### src/rtl/sram_mem_ctrl_if.sv
// MEM-stage request bus between the pipeline and the SRAM controller.
//   rd_en / wr_en : level requests, held while ready is low
//   address       : byte address (ALU result)
//   wr_data       : store data
//   rd_data       : load data, valid while ready is high at the end of a read
//   ready         : access complete or no access pending (pipeline freeze is ~ready)
interface sram_mem_ctrl_if;
  logic        rd_en;
  logic        wr_en;
  logic [31:0] address;
  logic [31:0] wr_data;
  logic [31:0] rd_data;
  logic        ready;

  modport master (
    output rd_en, wr_en, address, wr_data,
    input  rd_data, ready
  );

  modport slave (
    input  rd_en, wr_en, address, wr_data,
    output rd_data, ready
  );
endinterface

### src/rtl/sram_mem_ctrl.sv
// Sequences MEM-stage word accesses onto a 16-bit SRAM as two half-word transfers,
// low half first, each lasting WaitCycles+1 cycles. ready stays low for the whole access.
// Ports:
//   clk_i, rst_ni    clock (rising edge), asynchronous active-low reset
//   mem_bus          MEM-stage request bus (slave side)
//   sram_addr_o      SRAM half-word address
//   sram_dq_out_o    SRAM write data, sram_dq_oe_o enables it onto the bus
//   sram_dq_in_i     SRAM read data
//   sram_we_n_o      SRAM write strobe, active-low
//   stall_count_o    cycles with ready low (only with SRAM_MEM_CTRL_PERF_EN defined)
// Optional feature macro: SRAM_MEM_CTRL_PERF_EN
module sram_mem_ctrl #(
  parameter int unsigned WaitCycles = 1,
  parameter int unsigned SramAw     = 18,
  parameter int unsigned MemBase    = 1024
) (
  input  logic                clk_i,
  input  logic                rst_ni,
  sram_mem_ctrl_if.slave      mem_bus,
  output logic [SramAw-1:0]   sram_addr_o,
  output logic [15:0]         sram_dq_out_o,
  output logic                sram_dq_oe_o,
  input  logic [15:0]         sram_dq_in_i,
  output logic                sram_we_n_o
`ifdef SRAM_MEM_CTRL_PERF_EN
  ,
  output logic [31:0]         stall_count_o
`endif
);

  localparam int unsigned CntW = (WaitCycles > 0) ? $clog2(WaitCycles + 1) : 1;
  localparam logic [CntW-1:0] CntLast = CntW'(WaitCycles);

  typedef enum logic [1:0] {StIdle, StLo, StHi, StDone} state_e;

  state_e            state_q, state_d;
  logic [CntW-1:0]   cnt_q, cnt_d;
  logic              op_wr_q;
  logic [15:0]       wdata_hi_q;
  logic [31:0]       rd_data_q;
  logic [SramAw-1:0] sram_addr_q;
  logic [15:0]       dq_out_q;

  logic        req;
  logic        phase_last;
  logic        active;
  logic [31:0] offset;

  assign req        = mem_bus.rd_en | mem_bus.wr_en;
  assign phase_last = (cnt_q == CntLast);
  assign offset     = mem_bus.address - 32'(MemBase);

  // State register
  always_ff @(posedge clk_i or negedge rst_ni) begin
    if (!rst_ni) begin
      state_q <= StIdle;
      cnt_q   <= '0;
    end else begin
      state_q <= state_d;
      cnt_q   <= cnt_d;
    end
  end

  // Next-state logic
  always_comb begin
    state_d = state_q;
    cnt_d   = cnt_q;
    unique case (state_q)
      StIdle: begin
        if (req) begin
          state_d = StLo;
          cnt_d   = '0;
        end
      end
      StLo: begin
        if (phase_last) begin
          state_d = StHi;
          cnt_d   = '0;
        end else begin
          cnt_d = cnt_q + 1'b1;
        end
      end
      StHi: begin
        if (phase_last) state_d = StDone;
        else            cnt_d   = cnt_q + 1'b1;
      end
      StDone:  state_d = StIdle;
      default: state_d = StIdle;
    endcase
  end

  // Outputs; strobes derive from state so a reset releases them immediately
  always_comb begin
    active        = (state_q == StLo) || (state_q == StHi);
    sram_we_n_o   = ~(active & op_wr_q);
    sram_dq_oe_o  = active & op_wr_q;
    mem_bus.ready = (state_q == StDone) || ((state_q == StIdle) && !req);
  end

  // Datapath: captured request, SRAM address/data, read assembly
  always_ff @(posedge clk_i or negedge rst_ni) begin
    if (!rst_ni) begin
      op_wr_q     <= 1'b0;
      wdata_hi_q  <= '0;
      rd_data_q   <= '0;
      sram_addr_q <= '0;
      dq_out_q    <= '0;
    end else begin
      if (state_q == StIdle && req) begin
        // Write wins when both requests are high
        op_wr_q     <= mem_bus.wr_en;
        sram_addr_q <= {offset[SramAw:2], 1'b0};
        if (mem_bus.wr_en) begin
          dq_out_q   <= mem_bus.wr_data[15:0];
          wdata_hi_q <= mem_bus.wr_data[31:16];
        end
      end
      if (state_q == StLo && phase_last) begin
        sram_addr_q <= {sram_addr_q[SramAw-1:1], 1'b1};
        if (op_wr_q) dq_out_q <= wdata_hi_q;
        else         rd_data_q[15:0] <= sram_dq_in_i;
      end
      if (state_q == StHi && phase_last && !op_wr_q) begin
        rd_data_q[31:16] <= sram_dq_in_i;
      end
    end
  end

  assign sram_addr_o     = sram_addr_q;
  assign sram_dq_out_o   = dq_out_q;
  assign mem_bus.rd_data = rd_data_q;

`ifdef SRAM_MEM_CTRL_PERF_EN
  logic [31:0] stall_count_q;

  always_ff @(posedge clk_i or negedge rst_ni) begin
    if (!rst_ni)             stall_count_q <= '0;
    else if (!mem_bus.ready) stall_count_q <= stall_count_q + 32'd1;
  end

  assign stall_count_o = stall_count_q;
`endif

endmodule

### src/flat_wrapper.sv
// flat-port wrapper written by rule: the top's interface ports become plain ports
module sram_mem_ctrl_flat 
#(
  parameter int unsigned WaitCycles = 1,
  parameter int unsigned SramAw     = 18,
  parameter int unsigned MemBase    = 1024
)
  (clk_i, rst_ni, sram_addr_o, sram_dq_out_o, sram_dq_oe_o, sram_dq_in_i, sram_we_n_o, mem_bus_rd_en, mem_bus_wr_en, mem_bus_address, mem_bus_wr_data, mem_bus_rd_data, mem_bus_ready);
  sram_mem_ctrl_if mem_bus_i ();
  input  logic clk_i;
  input  logic rst_ni;
  output logic [SramAw-1:0] sram_addr_o;
  output logic [15:0] sram_dq_out_o;
  output logic sram_dq_oe_o;
  input  logic [15:0] sram_dq_in_i;
  output logic sram_we_n_o;
  input wire logic [$bits(mem_bus_i.rd_en)-1:0] mem_bus_rd_en;
  input wire logic [$bits(mem_bus_i.wr_en)-1:0] mem_bus_wr_en;
  input wire logic [$bits(mem_bus_i.address)-1:0] mem_bus_address;
  input wire logic [$bits(mem_bus_i.wr_data)-1:0] mem_bus_wr_data;
  output wire logic [$bits(mem_bus_i.rd_data)-1:0] mem_bus_rd_data;
  output wire logic [$bits(mem_bus_i.ready)-1:0] mem_bus_ready;
  assign mem_bus_i.rd_en = mem_bus_rd_en;
  assign mem_bus_i.wr_en = mem_bus_wr_en;
  assign mem_bus_i.address = mem_bus_address;
  assign mem_bus_i.wr_data = mem_bus_wr_data;
  assign mem_bus_rd_data = mem_bus_i.rd_data;
  assign mem_bus_ready = mem_bus_i.ready;
  sram_mem_ctrl #(.WaitCycles(WaitCycles), .SramAw(SramAw), .MemBase(MemBase)) u_core (.clk_i(clk_i), .rst_ni(rst_ni), .mem_bus(mem_bus_i), .sram_addr_o(sram_addr_o), .sram_dq_out_o(sram_dq_out_o), .sram_dq_oe_o(sram_dq_oe_o), .sram_dq_in_i(sram_dq_in_i), .sram_we_n_o(sram_we_n_o));
endmodule
### config.mk
export PLATFORM = sky130hd
export DESIGN_NAME = sram_mem_ctrl_flat
export DESIGN_NICKNAME = d
export VERILOG_FILES = /design/src/rtl/sram_mem_ctrl_if.sv /design/src/rtl/sram_mem_ctrl.sv /design/src/flat_wrapper.sv
export SDC_FILE = /design/constraint.sdc
export NUM_CORES = 1
export LEC_CHECK = 0
export BUFFER_PORTS_ARGS = -buffer_cell sky130_fd_sc_hd__buf_2
export CORE_UTILIZATION = 43
export DETAILED_ROUTE_END_ITERATION = 16
export PLACE_DENSITY = 0.76
export SETUP_SLACK_MARGIN = 0.4
export SLEW_MARGIN = 20
export SYNTH_ARGS = -nofsm -noshare
export SYNTH_HDL_FRONTEND = slang
export SYNTH_SLANG_ARGS = --single-unit
### constraint.sdc
create_clock -name clk_i -period 2 [get_ports clk_i]
set_input_delay 0.5 -clock clk_i [delete_from_list [all_inputs] [get_ports clk_i]]
set_output_delay 0.5 -clock clk_i [all_outputs]
set_load 0.05 [all_outputs]
==> metrics <==
status complete, but fails checks; failing checks negative setup slack; critical path cell sequence inv_2 -> ha_4 -> or3b_4 -> nand2b_4 -> buf_8; initial antenna violation count 0; critical path arrival about 1.6 ns; P per Cell Area just over 2000 nW/um^2; Worst R2R Start u_core.state_q[0]; Synth Cell Area around 3600 um^2; Overflow after GRT 0; Pwr Total 10.8 mW; Die X roughly 93 um; DR vias around 2,700; max-slew violations 0; non-filler cells, final around 540; maximum clock frequency approximately 490 MHz; clock-pin slew on the worst setup and hold paths approximately 0.09 ns; top cell type by total area after synthesis dfrtp_1; reg2reg end u_core.sram_addr_o[8]; Synth area leaders dfrtp_1 (60%), mux2_2 (18%), mux2i_1 (4.4%); Clock Skew 0.0181 ns; Die ar. around 8700 um^2; vias in the first global route 2,525; largest net degree at the start of global routing between 50 and 60; clock latency on the worst-skew pair approximately 0.35 ns; Initial Utilization ~44%; most common cell in the synthesized netlist dfrtp_1; crit start category register; Synth top cells by count dfrtp_1 (86), mux2_2 (58), o21ai_0 (22); ant diodes 0; Num CTS Buffers 9; drt total wl 8640 um; Vias/cell roughly 5; global-route wire length before repair around 12,000 um; synth warn 0; Max-Cap Viols 0; Setup Crit Path Kind register to primary output; root buffer cell clkbuf_8; port buffer count 137; relative slew slack a little over two thirds; First-pass DRT Iterations 6; Die H around 93 um; Hold-fix buffers, CTS 0; CP Capture Type primary output; peak supply drop 0.908 mV; initial DRC count 78; Post-Syn Instances 268; All-Layer GR Usage 18.3%; fin crit period a little over 2 ns; slowest stage delay, CP 0.40 ns; cell total after placement about 500; EDFF count, synth 0; RSZ-0062 raised after global routing true; Worst R2R Path Depth 9; sequential fraction of the synthesis area about three fifths; ys async rst share 100%; DP HPWL around 5200 um; final core utilization approximately 65%; Cell variety after synth 34; family with the most delay on the worst path simple AND/OR/NAND/NOR gates; Cell Rows 33; Synth top area share about 60%; final setup vio count 1; Hold Worst Slack about 0.08 ns; Placer Congestion slightly below 0.8; CTS max path bufs 2; Layout area overhead 48.0%; fraction of layout cells with a size suffix above 1 between 60% and 70%; FF+latch count, synth 86; core area 8180 um^2; H-tree levels 3; CP bufs+invs 2; per-cell routed wire length 16.1 um; fin crit share 103%; CTS tree yes; Setup WS pre-CTS 0.0729 ns; Nets about 520; r2r setup slk between 0.1 and 0.15 ns; Final Cell Area approximately 5300 um^2; antenna viol nets, final 0; placed cell area between 4000 and 5000 um^2; Worst path slowest cell dfrtp_1; Leakage roughly 2.7 nW; I/O pins ~150; syn_nets 358; HP Class input pin to asynchronous set/reset pin; Req. time, crit path 1.50 ns; critical path peak fanout 2; min setup slack post-route -0.0610 ns; Worst-Margin Slew roughly 0.44 ns; Main synth FF type dfrtp_1; Final Hold Fails 0; setup TNS -0.0610 ns; TritonCTS Sinks 86; DRC Markers 0; Synth Area per Inst 13.4 um^2
cell type report:
type	instances	area, um^2
fill	639	2850
sequential	86	2150
multi-input combinational	165	1700
timing repair buffer	161	1080
tap	105	131
clock buffer	9	124
clock inverter	7	105
inverter	5	40.0
flip-flops by register name, indices dropped and copies added, names as in the netlist:
register                cells
u_core.mem_bus.rd_data     32
u_core.cnt_q                1
u_core.wdata_hi_q          16
u_core.state_q              2
u_core.sram_dq_out_o       16
u_core.sram_addr_o         18
u_core.op_wr_q              1
report_power, final:
part	internal [mW]	total (mW)	switching, mW
clock	0.723	1.38	0.659
combinational	2.29	6.26	3.97
sequential	2.64	3.14	0.503
total	5.65	10.8	5.13
per-layer routing:
metal	wire length, um	track usage [%]	vias up
met5	0	0	-
met4	105	7.69	0
met3	382	3.25	9
met2	4410	28.8	84
met1	3750	24.9	1358
li1	-	-	1278
worst max-delay path by stage:
| stage | start | to | slack, ns | cells past startpoint |
|---|---|---|---|---|
| global route | u_core.state_q[0] | mem_bus_ready | -0.14 | 5 |
| finish | u_core.state_q[1] | mem_bus_ready | -0.06 | 5 |
| CTS | u_core.state_q[1] | mem_bus_ready | -0.07 | 5 |
| floorplan | u_core.state_q[0] | mem_bus_ready | 0.23 | 5 |
| detailed placement | mem_bus_address[11] | u_core.sram_addr_o[15] | 0.07 | 6 |
| global placement | mem_bus_address[11] | u_core.sram_addr_o[15] | 0.08 | 6 |
cell families (layout without fill, tap and decap cells):
group | Yosys count | count (layout) | synth area share (%)
XOR/XNOR | 2 | 2 | 0.487
adder cells (fa/ha/maj) | 6 | 6 | 2.09
flip-flops | 86 | 86 | 59.8
AND/OR/NAND/NOR | 38 | 38 | 5.53
multiplexers | 74 | 74 | 22.6
AO/OA/AOI/OAI | 45 | 45 | 7.40
buffers and inverters | 17 | 182 | 2.12
timing repair:
action                     in CTS  in global routing
gates cloned                    2                  5
gates resized for setup        45                 65
pin swaps                       2                  3
setup endpoints to repair      29                 72
setup buffers                   6                  4
cell usage in the layout (no fill, tap or decap), types with 3 or more instances in the layout:
master and n:
buf_2 133, dfrtp_1 86, mux2_4 42, mux2i_1 16
mux2_2 16, o21ai_1 11, nand2_1 10, clkbuf_8 9
nand2_2 8, buf_4 8, a21oi_1 7, o21ai_0 6
buf_6 6, o21ai_2 5, buf_8 5, o31ai_1 4
ha_4 4, clkbuf_16 4, buf_12 4, inv_6 3
a31oi_1 3
No activity file was read; power rests on OpenSTA's default activity.
